**config.mk**
```make
export PLATFORM = sky130hd
export DESIGN_NAME = spi_read_sched
export DESIGN_NICKNAME = d
export VERILOG_FILES = /design/src/rtl/spi_read_sched.sv
export SDC_FILE = /design/constraint.sdc
export NUM_CORES = 1
export LEC_CHECK = 0
export CAP_MARGIN = 20
export CORE_ASPECT_RATIO = 1.5
export CORE_MARGIN = 2
export CORE_UTILIZATION = 27
export DETAILED_ROUTE_END_ITERATION = 10
export SYNTH_ARGS = -nofsm -noshare
export SYNTH_HDL_FRONTEND = slang
export SYNTH_SLANG_ARGS = --single-unit
export TNS_END_PERCENT = 50
```
**constraint.sdc**
```tcl
create_clock -name clk -period 3.4 [get_ports clk]
set_clock_uncertainty 0.2 [all_clocks]
set_input_delay 0.85 -clock clk [delete_from_list [all_inputs] [get_ports clk]]
set_output_delay 0.85 -clock clk [all_outputs]
set_load 0.05 [all_outputs]
```
**src/rtl/spi_read_sched.sv**
```systemverilog
// spi_read_sched: periodic SPI read scheduler with timeout and optional averaging.
// Ports: clk, rst_l (async low), enable, d_ready, d[15:0] in; rd, sample[15:0],
//   sample_valid, timeout_err, busy, sample_count[7:0] out (all registered).
// Macro SPI_SCHED_AVG_EN: sample becomes the mean of the last four captures.
module spi_read_sched #(
  parameter int unsigned REFRESH_PERIOD = 40_000,
  parameter int unsigned TIMEOUT_CYCLES = 4_096
) (
  input  logic        clk,
  input  logic        rst_l,
  input  logic        enable,
  input  logic        d_ready,
  input  logic [15:0] d,
  output logic        rd,
  output logic [15:0] sample,
  output logic        sample_valid,
  output logic        timeout_err,
  output logic        busy,
  output logic [7:0]  sample_count
);

  localparam int TW  = $clog2(REFRESH_PERIOD);
  localparam int TCW = $clog2(TIMEOUT_CYCLES);

  localparam logic [TW-1:0]  T_LOAD  =
    TW'(REFRESH_PERIOD - 1);
  localparam logic [TCW-1:0] TC_LAST =
    TCW'(TIMEOUT_CYCLES - 1);

  typedef enum logic [1:0] {
    IDLE,
    WAIT_TMR,
    REQ,
    RELEASE
  } state_t;

  state_t         state;
  logic [TW-1:0]  timer;
  logic [TCW-1:0] tcnt;
  logic [15:0]    cap_word;

`ifdef SPI_SCHED_AVG_EN
  logic [15:0] h0;
  logic [15:0] h1;
  logic [15:0] h2;
  logic [17:0] avg_sum;
  logic        cap_fire;

  // Mean of the incoming word and the three previous captures.
  assign avg_sum = {2'b00, d}  + {2'b00, h0}
                 + {2'b00, h1} + {2'b00, h2};
  assign cap_word = 16'(avg_sum >> 2);
  assign cap_fire = (state == REQ) && d_ready;

  always_ff @(posedge clk or negedge rst_l) begin
    if (!rst_l) begin
      h0 <= '0;
      h1 <= '0;
      h2 <= '0;
    end else if (cap_fire) begin
      h0 <= d;
      h1 <= h0;
      h2 <= h1;
    end
  end
`else
  assign cap_word = d;
`endif

  always_ff @(posedge clk or negedge rst_l) begin
    if (!rst_l) begin
      state        <= IDLE;
      timer        <= '0;
      tcnt         <= '0;
      rd           <= 1'b0;
      sample       <= '0;
      sample_valid <= 1'b0;
      timeout_err  <= 1'b0;
      busy         <= 1'b0;
      sample_count <= '0;
    end else begin
      sample_valid <= 1'b0;
      unique case (state)
        IDLE: begin
          if (enable) begin
            state <= WAIT_TMR;
            timer <= T_LOAD;
          end
        end
        WAIT_TMR: begin
          if (!enable) begin
            state <= IDLE;
          end else if (timer == '0) begin
            state <= REQ;
            rd    <= 1'b1;
            busy  <= 1'b1;
            tcnt  <= '0;
          end else begin
            timer <= timer - 1'b1;
          end
        end
        REQ: begin
          // A word arriving on the last allowed cycle still counts.
          if (d_ready) begin
            state        <= RELEASE;
            rd           <= 1'b0;
            sample       <= cap_word;
            sample_valid <= 1'b1;
            sample_count <= sample_count + 8'd1;
            timeout_err  <= 1'b0;
          end else if (tcnt == TC_LAST) begin
            state       <= RELEASE;
            rd          <= 1'b0;
            timeout_err <= 1'b1;
          end else begin
            tcnt <= tcnt + 1'b1;
          end
        end
        RELEASE: begin
          // Hold off until the master drops its flag so one
          // word is never captured twice.
          if (!d_ready) begin
            busy <= 1'b0;
            if (enable) begin
              state <= WAIT_TMR;
              timer <= T_LOAD;
            end else begin
              state <= IDLE;
            end
          end
        end
        default: state <= IDLE;
      endcase
    end
  end

endmodule

```
# After elaboration in Yosys (flattened, before gate mapping)
# Cells that the tools add are included.
# op_classes
reduce_logical	13
mux	29
eq_ne	13
n_addsub	3
# op_table
operator	count
$mux 16	4
$mux 12	4
$pmux 16 s3	1
$pmux 12 s2	1
$logic_not 16->1	1
$reduce_and 4->1	4
$sub 16x1->16 const B	1
$ne 2x2->1 const B	7
$add 12x1->12 const B	1
$eq 12x12->1 const B	1
$mux 2	6
$mux 1	10
$add 8x1->8 const B	1
$pmux 2 s4	1
$ne 3x3->1 const B	2
$reduce_bool 2->1	3
$reduce_and 5->1	1
$eq 2x2->1 const B	2
$pmux 1 s2	2
$reduce_and 2->1	2
$reduce_bool 3->1	1
$eq 2x1->1 const B	1
$logic_not 2->1	1
# totals
out_inout_bits	28
in_bits	20
ff_bits	58
wordCells	67

# Logic depth before layout (Yosys ltp)
# Gate-level depths: netlist of run 1.
# logic_depth
word_depth	4
ltp_mapped	8
ltp_nobuf	7

# Worst setup path before layout of run 1
# No wires, ideal clock.
# synth_timing
path_kind	input to register
start	in d_ready
end	reg sample_count[7]
stages	6
path_buffers	1
required_time_ns	3.060
setup_ns	0.140
slack_ns	1.274
arrival_ns	1.786
cell_sequence	and3b_1 -> clkbuf_1 -> and4_1 -> and3_1 -> nand3_1 -> xnor2_1
# synth_via
elab_chain_len	1
# synth_lines
element	line	text
start: declaration	12	input logic d_ready,
$reduce_and 2->1 (no source line)	n/a	
end signal: assignment	109	sample_count <= sample_count + 8'd1;
end: declaration	19	output logic [7:0] sample_count
# No other way between the ends.
# A chain may end at the register's enable or synchronous reset.

# Worst setup path after layout of run 1
# layout_timing
start	reg sample_count[0]
end	out sample_count[0]
# No word-level cell between the ends.

==> reports/metrics.json, run 1 <==
{
  "tritoncts": {"value": "yes"},
  "grt-busiest-layer": {"value": "met2"},
  "post_route_cells_drive_above_1_share": {"value": 15.2, "unit": "%"},
  "synthArstFlopShare": {"value": 100, "unit": "%"},
  "fillers": {"value": 995},
  "antenna_found_initial": {"value": 0},
  "ioPinCount": {"value": 48},
  "post_synth_instance_area": {"value": 2780, "unit": "sq um"},
  "synthTopCellsByCount": {"value": "sky130_fd_sc_hd__dfrtp_1, sky130_fd_sc_hd__nand2_1, sky130_fd_sc_hd__nor2_1"},
  "utilization_of_the_core_after_routing": {"value": 36.9, "unit": "%"},
  "post_drt_via_cell_ratio": {"value": 5.04},
  "source_to_sink_clock_delay_at_the_later_pin_of_the_worst_skew_pair": {"value": 320, "unit": "ps"},
  "initial_utilization": {"value": 27.6, "unit": "%"},
  "type_of_destination_of_the_critical_path": {"value": "primary output"},
  "antenna_cells_inserted": {"value": 0},
  "cp_num_buf_inv": {"value": 1},
  "die_y": {"value": 128, "unit": "um"},
  "number_of_buffers_inserted_during_clock_tree_synthesis": {"value": 9},
  "antenna_left": {"value": 0},
  "cts_hold_buf": {"value": 0},
  "wirelength": {"value": 6.34, "unit": "mm"},
  "met2_usage": {"value": 20.7, "unit": "%"},
  "worstHoldPathType": {"value": "reg2reg"},
  "die_width": {"value": 86.8, "unit": "um"},
  "finish.net_count": {"value": 348},
  "core-area": {"value": 10100, "unit": "sq um"},
  "place_hpwl": {"value": 4.60, "unit": "mm"},
  "status": {"value": "completed"},
  "finalSetupTns": {"value": 0, "unit": "ps"},
  "tightest_slew": {"value": 699, "unit": "ps"},
  "cts-htree-levels": {"value": 3},
  "syn_avg_cell_area": {"value": 10.4, "unit": "sq um"},
  "wl_per_cell": {"value": 14.2, "unit": "um"},
  "global_route.overflow_total": {"value": 0},
  "row_count": {"value": 45},
  "path_max_fanout": {"value": 4},
  "global_route.usage.met3": {"value": 3.28, "unit": "%"},
  "critPathRequiredTime": {"value": 2350, "unit": "ps"},
  "clk_pin_slew_worst_setup_hold_paths": {"value": 50, "unit": "ps"},
  "layout-area-overhead-vs-synth": {"value": 33.8, "unit": "%"},
  "cts_repair_resize_count": {"value": 0},
  "grt_start_max_net_pins": {"value": 29},
  "clock-sinks": {"value": 58},
  "report.final.slew_viol_count": {"value": 0},
  "synthDominantAreaCellType": {"value": "sky130_fd_sc_hd__dfrtp_1"},
  "post-cts-setup-buffer-count": {"value": 0},
  "critical_path.max_stage_delay": {"value": 850, "unit": "ps"},
  "slew_headroom": {"value": 52.9, "unit": "%"},
  "drv_cap": {"value": 0},
  "die_area": {"value": 11100, "unit": "sq um"},
  "grt_usage": {"value": 12.0, "unit": "%"},
  "synth-main-ff-cell": {"value": "sky130_fd_sc_hd__dfrtp_1"},
  "power_per_cell_area": {"value": 462, "unit": "nW/um^2"},
  "synth_top_area_share": {"value": 52.2, "unit": "%"},
  "yosysSeqAreaShare": {"value": 52.2, "unit": "%"},
  "synth-warning-count": {"value": 0},
  "vdd_drop_max": {"value": 0.000203, "unit": "V"},
  "drt_pre_antenna_iters": {"value": 4},
  "post-synth-top-count-cell": {"value": "sky130_fd_sc_hd__dfrtp_1"},
  "detailroute.via_count": {"value": 2246},
  "criticalPathCategory": {"value": "reg2out"},
  "grt_pass1_wl": {"value": 10.4, "unit": "mm"},
  "postSynthCellCount": {"value": 268},
  "p_leak": {"value": 1.58, "unit": "nW"},
  "route.detailed.drc": {"value": 0},
  "setup_viol_count_final": {"value": 0},
  "finalCritPeriodShare": {"value": 77.0, "unit": "%"},
  "yosys-top-cells-area": {"value": "sky130_fd_sc_hd__dfrtp_1, sky130_fd_sc_hd__mux2_2, sky130_fd_sc_hd__nand2_1, sky130_fd_sc_hd__nor2_1, sky130_fd_sc_hd__o21ai_0"},
  "fin_total_pwr": {"value": 0.00172, "unit": "W"},
  "crit_path_cell_trace": {"value": "clkdlybuf4s50_1"},
  "max-clock-path-buffers": {"value": 2},
  "synth_nets": {"value": 291},
  "cpLargestDelayFamily": {"value": "buffers and inverters"},
  "clock-root-buffer": {"value": "sky130_fd_sc_hd__clkbuf_16"},
  "achievable-frequency": {"value": 0.382, "unit": "GHz"},
  "count_of_flip_flops_with_a_built_in_enable_after_synthesis": {"value": 0},
  "grt_setup_unrepaired": {"value": "false"},
  "cp.arrival": {"value": 1570, "unit": "ps"},
  "detail_route.iter0.violations": {"value": 97},
  "period_minus_slack": {"value": 2620, "unit": "ps"},
  "finalHoldViolCount": {"value": 0},
  "globalplace.congestion": {"value": 0.817},
  "ys_ff_latch": {"value": 58},
  "port_buffers": {"value": 47},
  "critical_path.startpoint_type": {"value": "flop"},
  "first_global_vias": {"value": 2232},
  "ys_types": {"value": 48},
  "grt_util_met1": {"value": 12.9, "unit": "%"},
  "cp_slowest_cell": {"value": "sky130_fd_sc_hd__clkdlybuf4s50_1"}
}
-- worst reg2reg max path, stage by stage, from the launching register on --
cell                      delay, ps
sky130_fd_sc_hd__dfrtp_1        410
sky130_fd_sc_hd__inv_1           70
sky130_fd_sc_hd__ha_1           180
sky130_fd_sc_hd__nor3b_1        420
sky130_fd_sc_hd__nand4_1        310
sky130_fd_sc_hd__o21ai_2        460
sky130_fd_sc_hd__nor2_1         100
sky130_fd_sc_hd__o22a_1         210
-- logic make-up (layout without fill, tap and decap cells) --
group                      Yosys count  in the layout  synth area share, %
DFF                                 58             58                 52.2
AOI/OAI and AO/OA                   62             62                 15.1
muxes                               17             17                 6.89
adders and majority gates            3              3                 1.35
and+or+nand+nor                    101            101                 18.8
xor gates and xnor gates            10             10                 3.15
buffers and inverters               17             78                 2.48
-- layout make-up --
| cell class | count | area, sq um | share of cell area, % |
|---|---|---|---|
| clock buffers | 13 | 270 | 7.27 |
| clock inverters | 2 | 35.0 | 0.942 |
| inverters | 8 | 30.0 | 0.808 |
| multi-input cells | 193 | 1260 | 33.9 |
| flip-flops and latches | 58 | 1450 | 39.0 |
| well taps | 117 | 146 | 3.94 |
| repair buffers | 55 | 526 | 14.1 |
-- flip-flops by register name, indices dropped and copies added (netlist names), named ones only --
| register | flops |
|---|---|
| sample | 16 |
| timeout_err | 1 |
| timer | 16 |
| sample_valid | 1 |
| tcnt | 12 |
| rd | 1 |
| state | 1 |
| busy | 1 |
| sample_count | 8 |
-- metrics by stage --
step	worst slack [ps]	cell area, sq um	instances	hold slack [ps]
global route	742	3720	446	312
global placement	661	3410	431	270
finish	781	3720	446	285
floorplan	1270	2780	268	249
detailed placement	663	3410	431	283
CTS	763	3720	446	293
-- layout by cell type (no fill, tap or decap), types with 9 or more instances in the layout --
cell type,netlist,routed
sky130_fd_sc_hd__a21oi_1,11,11
sky130_fd_sc_hd__a31oi_1,9,9
sky130_fd_sc_hd__clkbuf_16,0,9
sky130_fd_sc_hd__clkdlybuf4s50_1,0,46
sky130_fd_sc_hd__dfrtp_1,58,58
sky130_fd_sc_hd__mux2_2,17,17
sky130_fd_sc_hd__nand2_1,29,29
sky130_fd_sc_hd__nor2_1,23,23
sky130_fd_sc_hd__nor3_1,11,11
sky130_fd_sc_hd__o21ai_0,14,14
-- path summary, 6_finish.rpt --
path,from,end,slack [ps],cells past startpoint
worst max-delay path,sample_count[0],sample_count[0],780,1
worst min-delay path,sample_count[7],sample_count[7],290,1
worst max register to register,timer[0],timer[2],900,7
worst min register to register,sample_count[7],sample_count[7],290,1
max in group asynchronous,rst_l,timer[13],1980,2
min in group asynchronous,rst_l,sample_count[4],350,1
-- per-layer routing --
layer  up-vias  wire length, um
li1       1084                -
met1      1088             2600
met2        59             3330
met3        15              251
met4         0              168
met5         -                0
-- report_power, final --
group	internal (W)	total, W	switching, W
combinational	0.0000411	0.0000860	0.0000448
clock	0.000620	0.000909	0.000289
sequential	0.000706	0.000723	0.0000176
Power figures use the tool's default switching activity.
==> run 2: changes to the inputs <==
==> constraint.sdc (replaced) <==
create_clock -name clk -period 2.2 [get_ports clk]
set_clock_uncertainty 0.2 [all_clocks]
set_input_delay 0.55 -clock clk [delete_from_list [all_inputs] [get_ports clk]]
set_output_delay 0.55 -clock clk [all_outputs]
set_load 0.05 [all_outputs]
==> run 2 against run 1 <==
Total power is 51% higher. Sequential power grew 54%. Clock power up 42%. Critical endpoint is now timer[14]. Combinational power is 120% higher. Die area unchanged. Sequential share of layout area fell by 1.9 points. Largest cell class unchanged. Register-to-register slack worse by 760 ps. Critical path type is now in2reg. First-iteration DRC count up 44%. Via count grew 4.9%.
==> reports/metrics.json, run 2 (synthesis gave the netlist of run 1 again) <==
{
  "achievable-frequency": {"value": 0.476, "unit": "GHz"},
  "global_route.overflow_total": {"value": 0},
  "die_y": {"value": 128, "unit": "um"},
  "post_drt_via_cell_ratio": {"value": 4.95},
  "grt_usage": {"value": 12.2, "unit": "%"},
  "first_global_vias": {"value": 2305},
  "placed_area": {"value": 3560, "unit": "sq um"},
  "place_hpwl": {"value": 4.77, "unit": "mm"},
  "cp.arrival": {"value": 2160, "unit": "ps"},
  "clock-root-buffer": {"value": "sky130_fd_sc_hd__clkbuf_16"},
  "core-area": {"value": 10100, "unit": "sq um"},
  "critPathRequiredTime": {"value": 2270, "unit": "ps"},
  "grt_start_max_net_pins": {"value": 59},
  "cell_internal_power": {"value": 0.00198, "unit": "W"},
  "period_minus_slack": {"value": 2100, "unit": "ps"},
  "slew_headroom": {"value": 72.4, "unit": "%"},
  "clk_pin_slew_worst_setup_hold_paths": {"value": 50, "unit": "ps"},
  "setup_viol_count_final": {"value": 0},
  "grt_pass1_wl": {"value": 10.6, "unit": "mm"},
  "power.switching_fraction": {"value": 23.6, "unit": "%"},
  "layout-area-overhead-vs-synth": {"value": 40.5, "unit": "%"},
  "final-instance-count-excl-fill": {"value": 476},
  "finalSetupTns": {"value": 0, "unit": "ps"},
  "port_buffers": {"value": 47},
  "die_area": {"value": 11100, "unit": "sq um"},
  "pre_cts_ws": {"value": -158, "unit": "ps"},
  "drv_cap": {"value": 0},
  "area_taken_by_multi_input_logic_gates": {"value": 1310, "unit": "sq um"},
  "cpLargestDelayFamily": {"value": "buffers and inverters"},
  "tritoncts": {"value": "yes"},
  "wl_per_cell": {"value": 13.8, "unit": "um"},
  "finalCritPeriodShare": {"value": 95.4, "unit": "%"},
  "share_comb_of_total_power": {"value": 7.3, "unit": "%"},
  "source_to_sink_clock_delay_at_the_later_pin_of_the_worst_skew_pair": {"value": 330, "unit": "ps"},
  "max-clock-path-buffers": {"value": 2},
  "tightest_slew": {"value": 410, "unit": "ps"},
  "fillers": {"value": 979},
  "r2r_slack": {"value": 140, "unit": "ps"},
  "path_max_fanout": {"value": 4},
  "layout_top_registers": {"value": "sample: 16 flops, timer: 16 flops, tcnt: 12 flops"},
  "critical_path.max_stage_delay": {"value": 540, "unit": "ps"},
  "p_leak": {"value": 1.77, "unit": "nW"},
  "finish.net_count": {"value": 377},
  "ioPinCount": {"value": 48},
  "drt_pre_antenna_iters": {"value": 4},
  "globalplace.congestion": {"value": 0.861},
  "status": {"value": "completed"},
  "vdd_drop_max": {"value": 0.000279, "unit": "V"},
  "post_route_cells_drive_above_1_share": {"value": 32.0, "unit": "%"},
  "layout.cells.most_common_list": {"value": "sky130_fd_sc_hd__buf_4, sky130_fd_sc_hd__dfrtp_1, sky130_fd_sc_hd__nand2_1, sky130_fd_sc_hd__nor2_1, sky130_fd_sc_hd__clkdlybuf4s50_1"},
  "crit_path_cell_trace": {"value": "clkdlybuf4s50_1, inv_2, buf_4, a2111oi_4, o311ai_2, xor2_1, a21oi_2"},
  "final_design_area_no_fill": {"value": 3910, "unit": "sq um"},
  "whs": {"value": 13.5, "unit": "ps"},
  "worstHoldPathType": {"value": "in2async"},
  "cp_slowest_cell": {"value": "sky130_fd_sc_hd__clkdlybuf4s50_1"},
  "antenna_cells_inserted": {"value": 0},
  "detail_route.iter0.violations": {"value": 140},
  "route.detailed.drc": {"value": 0},
  "row_count": {"value": 45},
  "number_of_buffers_inserted_during_clock_tree_synthesis": {"value": 9},
  "netSwitchingPower": {"value": 0.000610, "unit": "W"},
  "clock-sinks": {"value": 58},
  "initial_utilization": {"value": 27.6, "unit": "%"},
  "layout_commonest_cell": {"value": "sky130_fd_sc_hd__buf_4"},
  "die_width": {"value": 86.8, "unit": "um"},
  "cts-htree-levels": {"value": 3},
  "wirelength": {"value": 6.55, "unit": "mm"},
  "worst_slack": {"value": 101, "unit": "ps"},
  "antenna_left": {"value": 0},
  "power_per_cell_area": {"value": 663, "unit": "nW/um^2"},
  "report.final.slew_viol_count": {"value": 0},
  "final-seq-area": {"value": 1450, "unit": "sq um"},
  "criticalPathCategory": {"value": "in2reg"},
  "type_of_destination_of_the_critical_path": {"value": "flop"},
  "cts_hold_buf": {"value": 0},
  "detailroute.via_count": {"value": 2355},
  "cp_num_buf_inv": {"value": 3},
  "critical_path.startpoint_type": {"value": "input port"},
  "finalHoldViolCount": {"value": 0},
  "share_seq_of_total_power": {"value": 43.0, "unit": "%"},
  "antenna_found_initial": {"value": 0},
  "clock_power_share": {"value": 49.7, "unit": "%"},
  "dp_cells": {"value": 458}
}
run 2: changes by cell type in the layout (fill, tap and decap cells not counted), moves of 2 or more:
cell                              previous run  this run
sky130_fd_sc_hd__clkbuf_8                    3         1
sky130_fd_sc_hd__o21ai_4                     0         2
sky130_fd_sc_hd__clkinvlp_4                  0         3
sky130_fd_sc_hd__inv_2                       0         2
sky130_fd_sc_hd__o21ai_2                     2         0
sky130_fd_sc_hd__clkdlybuf4s50_1            46        18
sky130_fd_sc_hd__buf_4                       8        63
sky130_fd_sc_hd__inv_1                       8         6
run 2: layout make-up:
type | instances | share of cell area, %
inverters | 8 | 0.769
clock buffers | 10 | 6.12
well taps | 117 | 3.75
multi-input cells | 193 | 33.5
flip-flops and latches | 58 | 37.2
repair buffers | 84 | 17.7
clock inverters | 6 | 1.06
run 2: worst paths after layout:
path | from | endpoint | cells after the start
min in group clk | rd | rd | 2
worst min-delay path | rst_l | sample[0] | 2
worst min register to register | rd | rd | 2
worst max register to register | timer[12] | timer[10] | 5
worst max-delay path | enable | timer[14] | 7
max in group asynchronous | rst_l | timer[13] | 2
run 2: worst reg2reg max path, delay by kind of cell (launching register included):
| kind | cells | cell delay, ps |
|---|---|---|
| AND/OR/NAND/NOR | 2 | 680 |
| XOR/XNOR | 1 | 180 |
| flip-flops | 1 | 430 |
| buffers and inverters | 1 | 200 |
| AO/OA/AOI/OAI | 1 | 270 |
run 2: what timing repair did:
| action | CTS | global route |
|---|---|---|
| hold endpoints to repair | 0 | 0 |
| cloned | 0 | 0 |
| setup endpoints to repair | 5 | 20 |
| gates resized for setup | 2 | 9 |
| buffers inserted | 0 | 2 |
| pin swaps | 0 | 4 |
run 2: per-stage QoR:
step	power [W]	utilization (%)
2_1_floorplan	0.00119	-
3_3_place_gp	0.00130	35.3
3_5_place_dp	0.00130	35.3
4_1_cts	0.00262	38.2
5_1_grt	0.00270	38.7
6_report	0.00259	38.7
run 2: metal layers:
| metal | GRT usage, % | part of all wire, % | up-vias |
|---|---|---|---|
| li1 | - | - | 1137 |
| met1 | 12.2 | 39 | 1143 |
| met2 | 21.2 | 53 | 56 |
| met3 | 3.67 | 4.3 | 19 |
| met4 | 8.46 | 4.1 | 0 |
| met5 | 0 | 0 | - |
run 2: power groups by stage:
| stage | combinational, W | sequential, W | clock, W |
|---|---|---|---|
| 3_3_place_gp | 0.000172 | 0.00113 | 0 |
| 4_1_cts | 0.000177 | 0.00111 | 0.00133 |
| 6_report | 0.000189 | 0.00111 | 0.00129 |
| 5_1_grt | 0.000210 | 0.00112 | 0.00137 |
| 3_5_place_dp | 0.000175 | 0.00113 | 0 |
| 2_1_floorplan | 0.0000616 | 0.00113 | 0 |
==> run 3: changes to the inputs <==
--- a/config.mk
+++ b/config.mk
@@ -5,11 +5,12 @@
 export SDC_FILE = /design/constraint.sdc
 export NUM_CORES = 1
 export LEC_CHECK = 0
-export CAP_MARGIN = 20
 export CORE_ASPECT_RATIO = 1.5
 export CORE_MARGIN = 2
 export CORE_UTILIZATION = 27
 export DETAILED_ROUTE_END_ITERATION = 10
+export DONT_BUFFER_PORTS = 1
+export SETUP_SLACK_MARGIN = 0.02
 export SYNTH_ARGS = -nofsm -noshare
 export SYNTH_HDL_FRONTEND = slang
 export SYNTH_SLANG_ARGS = --single-unit
==> run 3 against run 2 <==
Flip-flop and latch count did not move. Routed wire length fell by 6.4%. Sequential power barely moved. First-iteration DRC count fell by 51%. Highest routed layer unchanged.
==> reports/metrics.json, run 3 (synthesis gave the netlist of run 1 again) <==
{
  "criticalPathCategory": {"value": "reg2reg"},
  "cp.arrival": {"value": 2220, "unit": "ps"},
  "met1Wirelength": {"value": 2.45, "unit": "mm"},
  "grt_start_max_net_pins": {"value": 59},
  "row_count": {"value": 45},
  "r2r_slack": {"value": 30, "unit": "ps"},
  "report.final.slew_viol_count": {"value": 0},
  "tritoncts": {"value": "yes"},
  "type_of_destination_of_the_critical_path": {"value": "flop"},
  "place_hpwl": {"value": 4.30, "unit": "mm"},
  "status": {"value": "completed"},
  "setup_viol_count_final": {"value": 0},
  "worst_setup_path_endpoint": {"value": "timer[14]"},
  "highest_layer": {"value": "met4"},
  "antenna_cells_inserted": {"value": 0},
  "placed_area": {"value": 3040, "unit": "sq um"},
  "grt_usage": {"value": 11.5, "unit": "%"},
  "clock-root-buffer": {"value": "sky130_fd_sc_hd__clkbuf_16"},
  "detailroute.via_count": {"value": 2137},
  "globalplace.congestion": {"value": 0.845},
  "cp_num_buf_inv": {"value": 1},
  "worstSetupPathDepth": {"value": 7},
  "final-instance-count-excl-fill": {"value": 415},
  "cp_slowest_cell": {"value": "sky130_fd_sc_hd__or3b_4"},
  "grt_setup_unrepaired": {"value": "true"},
  "global_route.overflow_total": {"value": 0},
  "drv_cap": {"value": 0},
  "core-area": {"value": 10100, "unit": "sq um"},
  "timing.reg2reg.worst_path_depth": {"value": 7},
  "die_y": {"value": 128, "unit": "um"},
  "final_design_area_no_fill": {"value": 3420, "unit": "sq um"},
  "pre_cts_ws": {"value": 6.15, "unit": "ps"},
  "detail_route.iter0.violations": {"value": 69},
  "tightest_slew": {"value": 562, "unit": "ps"},
  "number_of_buffers_inserted_during_clock_tree_synthesis": {"value": 9},
  "critPathRequiredTime": {"value": 2250, "unit": "ps"},
  "critical_path.startpoint_type": {"value": "flop"},
  "path_max_fanout": {"value": 4},
  "antenna_found_initial": {"value": 0},
  "first_global_vias": {"value": 2060},
  "p_leak": {"value": 1.50, "unit": "nW"},
  "max-clock-path-buffers": {"value": 2},
  "dp_cells": {"value": 397},
  "fillers": {"value": 986},
  "port_buffers": {"value": 0},
  "worstHoldPathType": {"value": "in2reg"},
  "worst_slack": {"value": 32.8, "unit": "ps"},
  "slew_headroom": {"value": 62.5, "unit": "%"},
  "utilization_of_the_core_after_routing": {"value": 33.9, "unit": "%"},
  "ioPinCount": {"value": 48},
  "drt_pre_antenna_iters": {"value": 4},
  "achievable-frequency": {"value": 0.461, "unit": "GHz"},
  "critical_path.reg2reg.startpoint": {"value": "timer[1]"},
  "post_route_cells_drive_above_1_share": {"value": 23.8, "unit": "%"},
  "clock-sinks": {"value": 58},
  "die_area": {"value": 11100, "unit": "sq um"},
  "cts-htree-levels": {"value": 3},
  "initial_utilization": {"value": 27.6, "unit": "%"},
  "layout_commonest_cell": {"value": "sky130_fd_sc_hd__dfrtp_1"},
  "cpLargestDelayFamily": {"value": "compound AO/OA/AOI/OAI gates"},
  "wl_per_cell": {"value": 14.8, "unit": "um"},
  "r2r-end": {"value": "timer[14]"},
  "fin_total_pwr": {"value": 0.00262, "unit": "W"},
  "worst_setup_path_startpoint": {"value": "timer[1]"},
  "layout.cells.most_common_list": {"value": "sky130_fd_sc_hd__dfrtp_1, sky130_fd_sc_hd__nand2_1, sky130_fd_sc_hd__nor2_1, sky130_fd_sc_hd__buf_4, sky130_fd_sc_hd__mux2_2"},
  "wirelength": {"value": 6.13, "unit": "mm"},
  "routed_length_on_met3": {"value": 257, "unit": "um"},
  "period_minus_slack": {"value": 2170, "unit": "ps"},
  "grt_pass1_wl": {"value": 9.94, "unit": "mm"},
  "die_width": {"value": 86.8, "unit": "um"},
  "finalHoldViolCount": {"value": 0},
  "power_per_cell_area": {"value": 768, "unit": "nW/um^2"},
  "crit_path_cell_trace": {"value": "inv_2, ha_4, or3b_4, a2111oi_4, o311ai_2, xor2_1, a21oi_2"},
  "layout-area-overhead-vs-synth": {"value": 23.0, "unit": "%"},
  "antenna_left": {"value": 0},
  "layout_top_registers": {"value": "sample: 16 flops, timer: 16 flops, tcnt: 12 flops"},
  "source_to_sink_clock_delay_at_the_later_pin_of_the_worst_skew_pair": {"value": 320, "unit": "ps"},
  "dr_wl_met2": {"value": 3.26, "unit": "mm"},
  "critical_path.max_stage_delay": {"value": 410, "unit": "ps"},
  "finish.net_count": {"value": 318},
  "vdd_drop_max": {"value": 0.000331, "unit": "V"},
  "finalCritPeriodShare": {"value": 98.5, "unit": "%"},
  "post_drt_via_cell_ratio": {"value": 5.15},
  "clk_pin_slew_worst_setup_hold_paths": {"value": 50, "unit": "ps"},
  "route.detailed.drc": {"value": 0}
}
run 3: metal layers:
layer | global-route usage (%) | vias to the layer above
li1 | - | 1023
met1 | 12.6 | 1046
met2 | 19.6 | 55
met3 | 3.48 | 13
met4 | 6.16 | 0
met5 | 0 | -
run 3: layout make-up:
class | count | area [sq um] | area share, %
multi-input combinational | 193 | 1290 | 37.6
clock inverter | 3 | 40.0 | 1.17
inverter | 8 | 30.0 | 0.879
sequential | 58 | 1450 | 42.5
tap | 117 | 146 | 4.28
timing repair buffer | 25 | 210 | 6.15
clock buffer | 11 | 253 | 7.40
run 3: metrics by stage:
| stage | TNS [ps] | hold slack [ps] |
|---|---|---|
| 2_1_floorplan | 0 | 54.4 |
| 3_3_place_gp | 0 | 55.5 |
| 3_5_place_dp | 0 | 55.6 |
| 4_1_cts | 0 | 168 |
| 5_1_grt | -112 | 164 |
| 6_report | 0 | 179 |
run 3: what timing repair did:
| item | 4_1_cts | 5_1_grt |
|---|---|---|
| gates resized for setup | 1 | 6 |
| endpoints found under the hold margin | 58 | 0 |
| endpoints found under the setup margin | 2 | 24 |
| pin swaps | 1 | 1 |
| buffers inserted | 0 | 2 |
| hold buffers | 2 | 0 |
run 3: worst min path at each step:
stage / slack [ps] / start / to / cells past startpoint
detailed placement: 60 / rst_l / sample[0] / 0
global placement: 60 / rst_l / sample[0] / 0
finish: 180 / d[7] / sample[7] / 1
floorplan: 50 / rst_l / asynchronous set/reset pin / 0
CTS: 170 / d[2] / sample[2] / 1
global route: 160 / d[2] / sample[2] / 1
run 3: where the power goes:
group	leakage, nW	switching (W)	internal, W
combinational	0.601	0.0000788	0.0000617
sequential	0.747	0.0000272	0.00109
clock	0.147	0.000448	0.000918
